`config.mk`:
```
export PLATFORM = sky130hd
export DESIGN_NAME = pipe_stage_reg
export DESIGN_NICKNAME = d
export VERILOG_FILES = /design/src/rtl/pipe_stage_reg_pkg.sv /design/src/rtl/pipe_stage_reg_sat_cnt.sv /design/src/rtl/pipe_stage_reg.sv
export SDC_FILE = /design/constraint.sdc
export NUM_CORES = 1
export LEC_CHECK = 0
export ABC_CLOCK_PERIOD_IN_PS = 1700
export BUFFER_PORTS_ARGS = -buffer_cell sky130_fd_sc_hd__buf_2
export CORE_AREA = 2 2 162 164
export CTS_CLUSTER_SIZE = 14
export DETAILED_ROUTE_END_ITERATION = 10
export DIE_AREA = 0 0 164 166
export SYNTH_ARGS = -nofsm -noshare
export SYNTH_HDL_FRONTEND = slang
export SYNTH_SLANG_ARGS = --single-unit
```
`constraint.sdc`:
```
create_clock -name clk -period 1.7 [get_ports clk]
set_input_delay 0.51 -clock clk [delete_from_list [all_inputs] [get_ports clk]]
set_output_delay 0.51 -clock clk [all_outputs]
set_load 0.01 [all_outputs]
```
`src/rtl/pipe_stage_reg_pkg.sv`:
```
`default_nettype none
// ============================================================================
// Module      : pipe_stage_reg_pkg
// Description : Shared pipeline constants: stall levels, zero word, stage
//               indices into the global stall vector and per-stage NOP
//               payloads for the pipeline stage registers.
// Revision    : 1.0 - initial release
// ============================================================================
package pipe_stage_reg_pkg;

    // Stall vector levels
    localparam logic STOP     = 1'b1;
    localparam logic NOT_STOP = 1'b0;

    localparam logic [31:0] ZERO_32H = 32'h0000_0000;

    // Upstream stall-bit index of each stage register
    localparam int STAGE_IF  = 1;
    localparam int STAGE_ID  = 2;
    localparam int STAGE_EX  = 3;
    localparam int STAGE_MEM = 4;

    // Default payload width and NOP payloads per instance
    localparam int PAYLOAD_W = 160;
    localparam logic [PAYLOAD_W-1:0] NOP_ID_EX  = '0;
    localparam logic [PAYLOAD_W-1:0] NOP_EX_MEM = '0;
    localparam logic [PAYLOAD_W-1:0] NOP_MEM_WB = '0;

endpackage : pipe_stage_reg_pkg
`default_nettype wire

```
`src/rtl/pipe_stage_reg_sat_cnt.sv`:
```
`default_nettype none
// ============================================================================
// Module      : sat_cnt
// Description : Saturating up-counter with synchronous clear. Clear has
//               priority over increment; the count sticks at all-ones.
// Revision    : 1.0 - initial release
// ============================================================================
module sat_cnt #(
    parameter int CNT_W = 16
) (
    input  logic             clk,
    input  logic             reset,
    input  logic             i_inc,
    input  logic             i_clr,
    output logic [CNT_W-1:0] o_cnt
);

    logic [CNT_W-1:0] r_cnt;
    logic             w_at_max;

    assign w_at_max = &r_cnt;

    // Count up on i_inc until all-ones, zero on i_clr
    always_ff @(posedge clk or negedge reset) begin
        if (!reset) begin
            r_cnt <= '0;
        end else if (i_clr) begin
            r_cnt <= '0;
        end else if (i_inc && !w_at_max) begin
            r_cnt <= r_cnt + 1'b1;
        end
    end

    assign o_cnt = r_cnt;

endmodule : sat_cnt
`default_nettype wire

```
`src/rtl/pipe_stage_reg.sv`:
```
`default_nettype none
// ============================================================================
// Module      : pipe_stage_reg
// Description : Parametrised pipeline stage register with valid bit, flush,
//               selectable bubble mode and saturating stall/bubble counters.
// Revision    : 1.0 - initial release
// ============================================================================
module pipe_stage_reg
    import pipe_stage_reg_pkg::*;
#(
    parameter int                DATA_W          = PAYLOAD_W,
    parameter int                STALL_W         = 6,
    parameter int                STAGE           = STAGE_ID,
    parameter logic [DATA_W-1:0] NOP_VALUE       = '0,
    parameter bit                CLEAR_ON_BUBBLE = 1'b1,
    parameter int                CNT_W           = 16
) (
    input  logic               clk,
    input  logic               reset,
    input  logic [STALL_W-1:0] stall,
    input  logic               flush,
    input  logic               in_valid,
    input  logic [DATA_W-1:0]  in_data,
    input  logic               in_dslot_next,
    output logic               out_valid,
    output logic [DATA_W-1:0]  out_data,
    output logic               out_dslot_next,
    input  logic               cnt_clr,
    output logic [CNT_W-1:0]   stall_cnt,
    output logic [CNT_W-1:0]   bubble_cnt
);

    // The downstream stall bit must exist inside the vector
    generate
        if (STAGE < 0 || STAGE > STALL_W - 2) begin : g_bad_stage
            $error("pipe_stage_reg: STAGE out of range 0..STALL_W-2");
        end
    endgenerate

    logic              r_valid;
    logic [DATA_W-1:0] r_data;
    logic              r_dslot;

    logic w_up_stall;
    logic w_dn_stall;
    logic w_bubble;
    logic w_stalled;

    assign w_up_stall = (stall[STAGE]   == STOP);
    assign w_dn_stall = (stall[STAGE+1] == STOP);
    // Upstream stopped while downstream keeps going: insert an empty slot.
    // The illegal pattern (upstream running, downstream stopped) falls
    // through to advance.
    assign w_bubble   = !flush && w_up_stall && !w_dn_stall;
    assign w_stalled  = !flush && w_up_stall;

    // Stage register: flush > bubble > advance > hold
    always_ff @(posedge clk or negedge reset) begin
        if (!reset) begin
            r_valid <= 1'b0;
            r_data  <= NOP_VALUE;
            r_dslot <= 1'b0;
        end else if (flush) begin
            r_valid <= 1'b0;
            r_data  <= NOP_VALUE;
            r_dslot <= 1'b0;
        end else if (w_bubble) begin
            // Delay-slot marker is deliberately kept across a bubble
            r_valid <= 1'b0;
            if (CLEAR_ON_BUBBLE) begin
                r_data <= NOP_VALUE;
            end
        end else if (!w_up_stall) begin
            r_valid <= in_valid;
            r_data  <= in_data;
            r_dslot <= in_dslot_next;
        end
    end

    assign out_valid      = r_valid;
    assign out_data       = r_data;
    assign out_dslot_next = r_dslot;

    sat_cnt #(
        .CNT_W (CNT_W)
    ) u_stall_cnt (
        .clk   (clk),
        .reset (reset),
        .i_inc (w_stalled),
        .i_clr (cnt_clr),
        .o_cnt (stall_cnt)
    );

    sat_cnt #(
        .CNT_W (CNT_W)
    ) u_bubble_cnt (
        .clk   (clk),
        .reset (reset),
        .i_inc (w_bubble),
        .i_clr (cnt_clr),
        .o_cnt (bubble_cnt)
    );

endmodule : pipe_stage_reg
`default_nettype wire

```
==> impl_metrics.py <==
metrics = {
    "status": {
        "status": "finished, final reports clean",
    },
    "cells_and_area": {
        "design_area_um2": 11200,
        "final_cells": 1337,
        "nets": 1163,
        "drive_above_1_share_pct": 51.50,
        "fillCellCount": 2433,
        "areaGrowthSynthToFinish_pct": 49.21,
        "antennaDiodeCount": 0,
    },
    "run": {
        "maxCapViolCount": 0,
    },
    "placed_design": {
        "numPlacedInstances": 1297,
        "hpwl_um": 16760,
        "placed_area_um2": 10430,
        "pre_cts_ws_ns": -0.2499,
        "place_congestion": 0.8087,
        "io_buffers": 361,
    },
    "setup_path": {
        "critical_path_arrival_ns": 1.97,
        "crit_fanout": 7,
        "required_ns": 2.00,
        "max_stage_delay_ns": 0.59,
        "endpoint_kind": "flop",
        "cpMaxStageDelayCell": "o41ai_4",
        "start_kind": "flop",
        "worstPathCellList": "nand4_1 -> o41ai_4 -> buf_4 -> or4_4 -> a21oi_1",
        "path_class": "reg2reg",
    },
    "clock_tree": {
        "clkSlewWorstSetupHoldPaths_ns": 0.09,
        "htree_levels": 4,
        "numClockSinks": 194,
        "numCtsBuffers": 17,
        "cts_tree": "done",
        "root_buffer": "clkbuf_16",
        "clk_path_buf_depth": 2,
        "clk-insertion-delay-late_ns": 0.42,
    },
    "power": {
        "p_int_mw": 7.359,
        "netSwitchingFraction_pct": 26.77,
        "pwr-share-comb_pct": 10.8,
        "power.density_nw_per_um2": 897.2,
        "netSwitchingPower_mw": 2.690,
        "power.clock.fraction_pct": 40.4,
        "vdd_ir_drop_max_mv": 0.5659,
        "seq_power_share_pct": 48.8,
        "power_leakage_nw": 5.992,
    },
    "yosys": {
        "yosysTopAreaCell": "dfrtp_1",
        "synth_most_common_cell": "dfrtp_1",
        "syn_inst": 556,
        "syn_area_um2": 7506,
        "yosys-top-cells-count": "dfrtp_1, a22o_1, a21oi_1, buf_2, clkbuf_1",
        "synth.distinct_cells": 41,
        "synthTopCellsByArea": "dfrtp_1, a22o_1, a21oi_1, buf_2, or4_1",
        "ys_ff_latch": 194,
        "ys.flop_type": "dfrtp_1",
        "yosys_warnings": 0,
        "syn-num-nets": 730,
        "synth.avg_cell_area_um2": 13.50,
        "synth_top_area_share_pct": 64.68,
        "ys_seq_area_share_pct": 64.68,
        "synth_edf_count": 0,
        "async_reset_ff_share_pct": 100.0,
    },
    "route": {
        "drt-initial-drc-count": 340,
        "drtAntennaViolNets": 0,
        "wirelength_um": 22780,
        "dr.pass1.iters": 7,
        "wl_per_cell_um": 17.04,
        "route.detailed.drc": 0,
        "viasPerCell": 4.819,
        "vias": 6443,
    },
    "sta": {
        "tightestPinTransition_ns": 0.5078,
        "clock.fmax_mhz": 599.2,
        "slew_headroom_pct": 66.03,
        "finalHoldViolCount": 0,
        "final.period_utilization_pct": 98.17,
        "slew_viol_final": 0,
        "clock_skew_ns": 0.009303,
        "setup-violations-final": 0,
        "worst_slack_ns": 0.03119,
        "rsz0062_at_grt": "yes",
        "post-route-min-period_ns": 1.669,
    },
    "global_route": {
        "grt_max_degree": 65,
        "grtUsageTotal_pct": 16.56,
        "grt_pass1_vias": 6433,
        "antenna_found_initial": 0,
        "overflow": 0,
        "grt_pass1_wl_um": 35670,
    },
    "die": {
        "io_pins": 366,
        "die_y_um": 166,
        "coreArea_um2": 25620,
        "std_cell_rows": 59,
        "die_area_um2": 27220,
        "initial_core_util_pct": 29.30,
        "die_width_um": 164,
    },
    "worst_hold_path": {
        "min_path_type": "in2reg",
    },
}
-- registers in the layout (all words and copies together) (netlist names) --
| signal | count |
|---|---|
| out_dslot_next | 1 |
| u_stall_cnt.o_cnt | 16 |
| out_valid | 1 |
| out_data | 160 |
| u_bubble_cnt.o_cnt | 16 |
-- kinds of logic after synthesis --
logic type      Yosys count  synth area share [%]
compound gates          220                 23.72
xor+xnor                  2                0.2334
fa+ha+maj                 2                0.3333
buf+inv                  45                 2.867
flops                   194                 64.68
mux                       3                0.4167
simple gates             90                 7.751
-- cells in the final DEF, fill, tap and decap left out, types with 2 or more instances in the layout --
| master | netlist | routed |
|---|---|---|
| xor2_1 | 2 | 2 |
| o31ai_1 | 13 | 13 |
| buf_4 | 1 | 69 |
| ha_4 | 0 | 2 |
| clkbuf_8 | 0 | 2 |
| a21oi_2 | 0 | 2 |
| or3_1 | 12 | 12 |
| nand4_2 | 2 | 2 |
| buf_2 | 22 | 360 |
| buf_12 | 0 | 18 |
| dfrtp_1 | 194 | 192 |
| nand4_1 | 9 | 9 |
| clkinv_8 | 0 | 5 |
| or4_4 | 0 | 3 |
| clkbuf_16 | 0 | 17 |
| mux2i_1 | 2 | 2 |
| or4_1 | 14 | 11 |
| dfrtp_2 | 0 | 2 |
| nand3_1 | 14 | 13 |
| buf_6 | 2 | 6 |
| inv_6 | 0 | 5 |
| a22o_1 | 161 | 161 |
| nand2_1 | 10 | 8 |
| and3_1 | 4 | 3 |
| clkinv_4 | 0 | 2 |
| inv_1 | 4 | 4 |
| nor2_1 | 8 | 7 |
| o21ai_0 | 9 | 9 |
| a21oi_1 | 26 | 24 |
| o21ai_1 | 4 | 4 |
| and4_4 | 0 | 3 |
-- final timing paths --
check,startpoint,to,slack [ns],cells after the start
hold reg to reg,out_data[131]$_DFFE_PN0P_,out_data[131]$_DFFE_PN0P_,0.50,1
setup / recovery,u_stall_cnt.o_cnt[15]$_DFFE_PN0P_,u_stall_cnt.o_cnt[5]$_DFFE_PN0P_,0.03,5
hold / removal,in_data[114],out_data[114]$_DFFE_PN0P_,0.29,2
max in group asynchronous,reset,out_data[48]$_DFFE_PN0P_,0.59,3
setup reg to reg,u_stall_cnt.o_cnt[15]$_DFFE_PN0P_,u_stall_cnt.o_cnt[5]$_DFFE_PN0P_,0.03,5
min in group asynchronous,reset,u_stall_cnt.o_cnt[1]$_DFFE_PN0P_,0.51,2
-- stage by stage --
stage	TNS (ns)	power (mW)	hold WS, ns	utilization [%]
3_5_place_dp	-12.49	6.077	0.3883	40.70
6_report	0	10.05	0.2863	43.72
3_3_place_gp	-7.931	6.062	0.3893	40.70
2_1_floorplan	0	5.365	0.2144	-
5_1_grt	-0.2794	10.51	0.2619	43.72
4_1_cts	-0.002872	10.20	0.2634	43.29
-- repair_timing --
| action | CTS | global route |
|---|---|---|
| hold buffers | 1 | 0 |
| setup buffers | 5 | 4 |
| endpoints found under the hold margin | 16 | 0 |
| setup endpoints to repair | 17 | 21 |
| gates resized for setup | 6 | 21 |
| pin swaps | 6 | 9 |
-- worst max-delay path: cells and delay by family (launching register included) --
family | cells | cell delay [ns]
AND/OR/NAND/NOR | 2 | 0.32
flip-flops | 1 | 0.37
buffers and inverters | 1 | 0.22
AO/OA/AOI/OAI | 2 | 0.64
-- power groups by stage --
stage	clock network (mW)	logic (mW)	registers (mW)
2_1_floorplan	0	0.287	5.08
3_3_place_gp	0	1.08	4.99
3_5_place_dp	0	1.09	4.98
4_1_cts	4.19	1.10	4.90
5_1_grt	4.40	1.19	4.93
6_report	4.06	1.09	4.90
-- per-layer routing --
layer  GRT usage (%)  routed length (um)  vias to the layer above
met5               0                   0                        -
met4           4.500                 392                        0
met3           3.571                1202                       26
met2           27.11               11190                      220
met1           22.20                9992                     3158
li1                -                   -                     3039
-- layout make-up --
class                      count  area, um^2  area share (%)
inverter                       4       15.01          0.1341
timing repair buffer         455        2771           24.75
clock inverter                13       158.9           1.419
multi-input combinational    317        2535           22.63
tap                          335       419.2           3.743
sequential                   194        4857           43.37
clock buffer                  19       442.9           3.955
Power figures use the tool's default switching activity.
